$ cat src/rtl/hdr_reader_arbiter.sv
// Round-robin arbiter that shares one bitstream reader among header decoders.
// It sequences u(n)/ue(v) reads per granted session and has a timeout watchdog.
module hdr_reader_arbiter #(
    parameter int NREQ    = 3,
    parameter int TIMEOUT = 1024,
    parameter int SELW    = 2
) (
    input  logic              clk,
    input  logic              reset,
    input  logic [NREQ-1:0]   req,
    input  logic [NREQ-1:0]   op_valid,
    input  logic [NREQ-1:0]   op_cmd,
    input  logic [5*NREQ-1:0] op_n,
    output logic [NREQ-1:0]   grant,
    output logic [NREQ-1:0]   op_ack,
    output logic [NREQ-1:0]   rsp_valid,
    output logic [31:0]       rsp_value,
    output logic              rsp_error,
    output logic              br_start,
    output logic              br_cmd,
    output logic [4:0]        br_n,
    output logic [SELW-1:0]   br_sel,
    input  logic [31:0]       br_value,
    input  logic              br_done,
    input  logic              br_busy,
    input  logic              br_error,
    output logic [7:0]        timeout_cnt,
    output logic              arb_busy
);
    localparam int TW = (TIMEOUT > 1) ? $clog2(TIMEOUT) : 1;
    localparam logic [TW-1:0] TIMER_LAST = TW'(TIMEOUT - 1);

    localparam logic [1:0] S_IDLE    = 2'd0;
    localparam logic [1:0] S_GRANTED = 2'd1;
    localparam logic [1:0] S_WAIT    = 2'd2;

    logic [1:0]      state;
    logic [SELW-1:0] last_grant;
    logic [TW-1:0]   timer;

    logic            scan_found;
    logic [SELW-1:0] scan_idx;
    int              scan_best;
    int              scan_dist;

    // The winner is the active requester at the smallest distance past last_grant.
    always_comb begin
        // NOTE: every variable written here gets a default first, so no latch is inferred.
        scan_found = 1'b0;
        scan_idx   = '0;
        scan_best  = NREQ;
        scan_dist  = 0;
        for (int i = 0; i < NREQ; i++) begin
            scan_dist = (i + NREQ - 1 - int'(last_grant)) % NREQ;
            if (req[i] && scan_dist < scan_best) begin
                scan_best  = scan_dist;
                scan_idx   = SELW'(i);
                scan_found = 1'b1;
            end
        end
    end

    // NOTE: sequential state uses non-blocking assignments only; reset is sampled on the edge.
    always_ff @(posedge clk) begin
        if (!reset) begin
            state       <= S_IDLE;
            last_grant  <= SELW'(NREQ - 1);
            timer       <= '0;
            grant       <= '0;
            op_ack      <= '0;
            rsp_valid   <= '0;
            rsp_value   <= '0;
            rsp_error   <= 1'b0;
            br_start    <= 1'b0;
            br_cmd      <= 1'b0;
            br_n        <= '0;
            br_sel      <= '0;
            timeout_cnt <= '0;
            arb_busy    <= 1'b0;
        end else begin
            op_ack    <= '0;
            rsp_valid <= '0;
            br_start  <= 1'b0;
            case (state)
                S_IDLE: begin
                    if (scan_found) begin
                        grant    <= NREQ'(1) << scan_idx;
                        br_sel   <= scan_idx;
                        arb_busy <= 1'b1;
                        state    <= S_GRANTED;
                    end
                end
                S_GRANTED: begin
                    if (!req[br_sel]) begin
                        grant      <= '0;
                        arb_busy   <= 1'b0;
                        last_grant <= br_sel;
                        state      <= S_IDLE;
                    end else if (op_valid[br_sel] && !br_busy) begin
                        br_start <= 1'b1;
                        op_ack   <= NREQ'(1) << br_sel;
                        br_cmd   <= op_cmd[br_sel];
                        br_n     <= op_n[int'(br_sel)*5 +: 5];
                        timer    <= '0;
                        state    <= S_WAIT;
                    end
                end
                S_WAIT: begin
                    // A done in the expiry cycle still counts as a normal response.
                    if (br_done) begin
                        rsp_valid <= NREQ'(1) << br_sel;
                        rsp_value <= br_value;
                        rsp_error <= br_error;
                        state     <= S_GRANTED;
                    end else if (timer == TIMER_LAST) begin
                        rsp_valid <= NREQ'(1) << br_sel;
                        rsp_value <= '0;
                        rsp_error <= 1'b1;
                        if (timeout_cnt != 8'hFF) begin
                            timeout_cnt <= timeout_cnt + 8'd1;
                        end
                        state <= S_GRANTED;
                    end else begin
                        timer <= timer + TW'(1);
                    end
                end
                default: state <= S_IDLE;
            endcase
        end
    end

endmodule

$ cat config.mk
export PLATFORM = sky130hd
export DESIGN_NAME = hdr_reader_arbiter
export DESIGN_NICKNAME = d
export VERILOG_FILES = /design/src/rtl/hdr_reader_arbiter.sv
export SDC_FILE = /design/constraint.sdc
export NUM_CORES = 1
export LEC_CHECK = 0
export CORE_ASPECT_RATIO = 0.5
export CORE_MARGIN = 1
export CORE_UTILIZATION = 49
export DETAILED_ROUTE_END_ITERATION = 8
export PLACE_DENSITY = 0.81
export SETUP_SLACK_MARGIN = 0.02
export SLEW_MARGIN = 20
export SYNTH_ARGS = -nofsm -noshare
export SYNTH_HDL_FRONTEND = slang
export SYNTH_SLANG_ARGS = --single-unit
$ cat constraint.sdc
create_clock -name clk -period 7.5 [get_ports clk]
set_input_delay 0.75 -clock clk [delete_from_list [all_inputs] [get_ports clk]]
set_output_delay 0.75 -clock clk [all_outputs]
set_load 0.01 [all_outputs]
==> flow_summary.yaml, run 1 <==
status:
  outcome: "finished, final reports clean"
sta:
  drv_slew: 0
  tns_ns: 0
  fin_crit_sh_pct: 92.1
  finalHoldViolCount: 0
  setup_viol: 0
  skew_ns: 0.00468
  rsz0062_at_grt: "false"
  holdWs_ns: 0.491
  setup_slack_ns: 0.589
  max_freq_ghz: 0.145
  tightest_slew_ns: 0.831
  relSlewSlack_pct: 43.8
  final.min_clock_period_ns: 6.91
power_and_ir_drop:
  clkPwrFrac_pct: 32.2
  powerDensity_nw_per_um2: 226
  combPwrFrac_pct: 35.5
  p_seq_share_pct: 32.3
  p_leak_nw: 2.38
  total_power_w: 0.00140
  switching_share_pct: 32.4
  switchingPower_w: 0.000455
  p_int_w: 0.000949
  peakVddDrop_v: 0.000131
clocking:
  cts_sinks: 74
  cts_made_buffers: 9
  clk_path_buf_depth: 2
  cts_tree: "built"
  postCtsSetupRepairBufs: 0
  root_buffer: "clkbuf_16"
  htree_num_levels: 3
  clk_pin_slew_ns: 0.05
  clk_latency_ns: 0.33
cells_and_area:
  synthToLayoutAreaGrowth_pct: 36.3
  layout_commonest_cell: "clkdlybuf4s50_1"
  final_nets: 738
  antenna-diode-count: 0
  drive_gt1_share_pct: 7.87
  final_cell_mix: "clkdlybuf4s50_1, dfxtp_1, nand2_1"
yosys:
  synth-seq-cells: 74
  synth_area_leaders: "dfxtp_1, nor2b_1, ha_1"
  synthMuxAreaShare_pct: 3.54
  ys.flop_type: "dfxtp_1"
  yosys.area_share.simple_pct: 24.7
  synth-compound-area-share_pct: 26.6
  synth_top_cell_by_area: "dfxtp_1"
  synth_xor_area_share_pct: 2.86
  synth_edf_count: 0
  synth_top_area_share_pct: 32.5
  ys_async_sr_fraction_pct: 0
  synth-adder-area-share_pct: 5.49
  syn-num-nets: 627
  synth_top_family_by_area: "compound AO/OA/AOI/OAI gates"
  ys_types: 73
  netlist_area_sq_um: 4550
  seq_area_frac_synth_pct: 32.5
  syn_inst: 546
  yosysWarnings: 0
  syn_area_per_cell_sq_um: 8.34
global_routing:
  grt_use_total_pct: 26.2
  grt_pass1_vias: 4252
  grt_overflow_total: 0
  grt_pass1_wl_um: 20700
  antenna_found_initial: 0
  grt_max_degree: 40
placement:
  place_congestion: 0.922
  portBuffers: 120
  hpwl_um: 8950
  place_ws_ns: 0.350
detailed_routing:
  finalWirelength_um: 12400
  dr.pass1.iters: 6
  antenna_left: 0
  remaining_drc_errors: 0
  dr_total_vias: 4469
  drt_iter0_drc: 243
  avgViaCountPerCell: 5.74
  detail_route.wl_per_cell_um: 16.0
min_path:
  holdCritPathClass: "flop to flop"
floorplan:
  core_area_sq_um: 8860
  pin_count: 121
  rows: 24
  floorplan.initialDensity_pct: 51.4
  dieArea_sq_um: 9710
  die_h_um: 70.2
  die_w_um: 138
critical_path:
  cp_slowest_cell: "or4b_1"
  crit_top_cell: "o21ai_0"
  path_max_fanout: 12
  path_class: "flop to flop"
  startpoint_type: "flop"
  crit_path_end_kind: "flop"
  crit_arrival_ns: 7.13
  required_ns: 7.72
  max_stage_delay_ns: 0.54
job:
  cap_viol_max_count: 0
cells in the mapped netlist, drive strengths merged (8+ instances only):
| cell | number |
|---|---|
| nor3 | 8 |
| nand3 | 21 |
| and2 | 16 |
| nor2 | 31 |
| nor2b | 41 |
| a22oi | 33 |
| ha | 20 |
| dfxtp | 74 |
| mux2i | 15 |
| nand2 | 45 |
| clkbuf | 27 |
| o211a | 8 |
| o21ai | 33 |
| a21oi | 32 |
| o211ai | 11 |
| inv | 15 |
| nand2b | 10 |
stage by stage:
stage          utilization [%]  cells  cell area (sq um)
3_3_place_gp              66.2    763               5860
4_1_cts                   69.8    778               6180
2_1_floorplan                -    546               4550
6_report                  70.1    778               6210
3_5_place_dp              66.2    763               5860
5_1_grt                   70.1    778               6210
logic make-up (layout without fill, tap and decap cells):
logic type | after synthesis | after routing
mux | 16 | 16
compound gates | 168 | 168
xor+xnor | 14 | 14
fa+ha+maj | 20 | 20
simple gates | 207 | 207
buf+inv | 47 | 162
flops | 74 | 74
final cells by class:
type                       count  area, sq um
clock buffer                  10          239
multi-input combinational    425         2910
tap                          117          146
inverter                      15         56.3
sequential                    74         1480
clock inverter                 5         78.8
fill                         697         2650
timing repair buffer         132         1290
path summary, 6_finish.rpt:
check                          endpoint  cells after the start  slack (ns)                  startpoint
setup / recovery  grant[0]$_SDFFE_PN0P_                     31        0.59  last_grant[0]$_SDFFE_PN0P_
hold / removal    grant[2]$_SDFFE_PN0P_                      2        0.49       grant[2]$_SDFFE_PN0P_
setup reg to reg  grant[0]$_SDFFE_PN0P_                     31        0.59  last_grant[0]$_SDFFE_PN0P_
hold reg to reg   grant[2]$_SDFFE_PN0P_                      2        0.49       grant[2]$_SDFFE_PN0P_
sequential cells by signal (all words and copies together), names as in the netlist:
| signal | cells |
|---|---|
| last_grant | 2 |
| br_n | 5 |
| rsp_value | 32 |
| rsp_error | 1 |
| timer | 10 |
| br_cmd | 1 |
| grant | 3 |
| rsp_valid | 3 |
| br_sel | 2 |
| timeout_cnt | 8 |
| arb_busy | 1 |
| state | 2 |
| op_ack | 3 |
| br_start | 1 |
power groups by stage:
stage                     logic (W)  registers, W  clock network, W
after detailed placement   0.000484      0.000461                 0
after CTS                  0.000487      0.000453          0.000459
final                      0.000499      0.000453          0.000453
after global routing       0.000546      0.000456          0.000477
after floorplan            0.000344      0.000449                 0
after global placement     0.000479      0.000460                 0
critical path, delay by kind of cell, from the launching register on:
| kind | cells | cell delay, ns |
|---|---|---|
| XOR/XNOR | 1 | 0.25 |
| adder cells (fa/ha/maj) | 3 | 0.78 |
| multiplexers | 1 | 0.21 |
| AO/OA/AOI/OAI | 17 | 3.13 |
| AND/OR/NAND/NOR | 7 | 1.77 |
| flip-flops | 1 | 0.37 |
| buffers and inverters | 2 | 0.32 |
what timing repair did:
action | CTS | global route
endpoints found under the setup margin | 0 | 7
resized for setup | 0 | 7
hold buffers | 0 | 0
metal layers:
layer / vias to the layer above / wire length [um] / track usage [%]
li1: 2208 / - / -
met1: 2094 / 5260 / 30.9
met2: 147 / 6210 / 47.3
met3: 20 / 807 / 6.58
met4: 0 / 161 / 7.62
met5: - / 0 / 0
Power figures use the tool's default switching activity.
==> inputs of run 2 (changes only) <==
--- a/config.mk
+++ b/config.mk
@@ -7,3 +7,3 @@
 export LEC_CHECK = 0
-export CORE_ASPECT_RATIO = 0.5
+export CORE_ASPECT_RATIO = 1.1
 export CORE_MARGIN = 1
==> constraint.sdc (replaced) <==
create_clock -name clk -period 7.5 [get_ports clk]
set_input_delay 1.5 -clock clk [delete_from_list [all_inputs] [get_ports clk]]
set_output_delay 1.5 -clock clk [all_outputs]
set_load 0.01 [all_outputs]
==> flow_summary.yaml, run 2 (synthesized netlist as in run 1, its figures left out) <==
sta:
  finalHoldViolCount: 0
  final.min_clock_period_ns: 6.87
  drv_slew: 0
  max_freq_ghz: 0.146
  tightest_slew_ns: 0.883
  rsz0062_at_grt: "false"
  tns_ns: 0
  fin_crit_sh_pct: 91.6
  setup_viol: 0
  holdWs_ns: 0.487
  relSlewSlack_pct: 41.1
  skew_ns: 0.0178
power_and_ir_drop:
  p_leak_nw: 2.44
  p_seq_share_pct: 33.3
  switchingPower_w: 0.000471
  combPwrFrac_pct: 39.2
  powerDensity_nw_per_um2: 218
  switching_share_pct: 34.4
  peakVddDrop_v: 0.000180
  p_int_w: 0.000899
  clkPwrFrac_pct: 27.4
clocking:
  root_buffer: "clkbuf_8"
  cts_sinks: 74
  htree_num_levels: 3
  cts_made_buffers: 9
  cts_tree: "built"
  postCtsSetupRepairBufs: 0
  clk_pin_slew_ns: 0.09
  clk_latency_ns: 0.35
  clk_path_buf_depth: 2
placement:
  place_congestion: 0.922
  hpwl_um: 10200
  portBuffers: 120
cells_and_area:
  fin_util_pct: 70.1
  final_cell_mix: "clkdlybuf4s50_1, dfxtp_1, nand2_1"
  largest_register: "rsp_value"
  drive_gt1_share_pct: 10.8
  antenna-diode-count: 0
  synthToLayoutAreaGrowth_pct: 38.0
  num-fill-cells: 676
  final_nets: 761
  layout_commonest_cell: "clkdlybuf4s50_1"
  largest_reg_flops: 32
  reg_top3: "rsp_value x32, timer x10, timeout_cnt x8"
global_routing:
  grt_pass1_vias: 4680
  grt_overflow_total: 0
  grt_max_degree: 64
  antenna_found_initial: 0
  grt_pass1_wl_um: 21700
  grt_use_total_pct: 28.6
detailed_routing:
  drt-met1-wl_um: 5540
  avgViaCountPerCell: 5.83
  detail_route.wl_per_cell_um: 17.1
  route.met2.wl_um: 6750
  antenna_left: 0
  wl_met3_um: 966
  dr_total_vias: 4652
  dr.pass1.iters: 5
  drt_iter0_drc: 227
  highest_layer: "met4"
  remaining_drc_errors: 0
  finalWirelength_um: 13600
status:
  outcome: "finished, final reports clean"
floorplan:
  pin_count: 121
  dieArea_sq_um: 9680
  rows: 36
  die_h_um: 103
  floorplan.initialDensity_pct: 50.8
  core_area_sq_um: 8960
  die_w_um: 93.9
critical_path:
  path_max_fanout: 7
  crit_arrival_ns: 7.12
  crit_path_end_kind: "flop"
  cp_slowest_cell: "or4b_1"
  startpoint_type: "flop"
  required_ns: 7.75
  path_class: "flop to flop"
  max_stage_delay_ns: 0.51
min_path:
  holdCritPathClass: "flop to flop"
job:
  cap_viol_max_count: 0
run 2: what timing repair did:
action / CTS / global route
hold buffers: 0 / 0
gates resized for setup: 0 / 5
setup endpoints to repair: 0 / 7
run 2: power by group through the flow:
stage	combinational (W)	clock (W)	sequential, W
after global routing	0.000588	0.000392	0.000460
after CTS	0.000533	0.000378	0.000455
after floorplan	0.000344	0	0.000449
after detailed placement	0.000528	0	0.000464
final	0.000537	0.000375	0.000457
after global placement	0.000521	0	0.000463
run 2: layout make-up:
type | instances | area, sq um | area share [%]
clock buffers | 9 | 124 | 1.97
clock inverters | 6 | 116 | 1.85
inverters | 15 | 56.3 | 0.896
multi-input cells | 425 | 2900 | 46.2
flip-flops and latches | 74 | 1480 | 23.6
well taps | 114 | 143 | 2.27
repair buffers | 155 | 1460 | 23.3
run 2: critical path: cells and delay by family, from the launching register on:
kind | cells | cell delay, ns
mux | 1 | 0.20
fa+ha+maj | 3 | 0.91
compound gates | 17 | 3.17
flops | 1 | 0.36
buf+inv | 1 | 0.19
simple gates | 8 | 1.94
run 2: stage by stage:
step / power (W) / cells / area, sq um / setup WS, ns
floorplan: 0.000793 / 546 / 4550 / 0.979
global placement: 0.000983 / 783 / 6030 / 0.731
detailed placement: 0.000992 / 783 / 6030 / 0.490
CTS: 0.00137 / 798 / 6270 / 0.448
global route: 0.00144 / 798 / 6290 / 0.0886
finish: 0.00137 / 798 / 6290 / 0.633
run 2: final timing paths:
check | startpoint | to | slack [ns] | depth (start not counted)
max reg2reg | last_grant[0]$_SDFFE_PN0P_ | grant[0]$_SDFFE_PN0P_ | 0.63 | 30
min reg2reg | arb_busy$_SDFFE_PN0P_ | arb_busy$_SDFFE_PN0P_ | 0.49 | 2
min | arb_busy$_SDFFE_PN0P_ | arb_busy$_SDFFE_PN0P_ | 0.49 | 2
max | last_grant[0]$_SDFFE_PN0P_ | grant[0]$_SDFFE_PN0P_ | 0.63 | 30
run 2: routing by layer:
metal | vias up | GRT usage (%)
met4 | 0 | 12.7
met3 | 36 | 8.33
met2 | 169 | 49.0
met5 | - | 0
li1 | 2258 | -
met1 | 2189 | 33.1
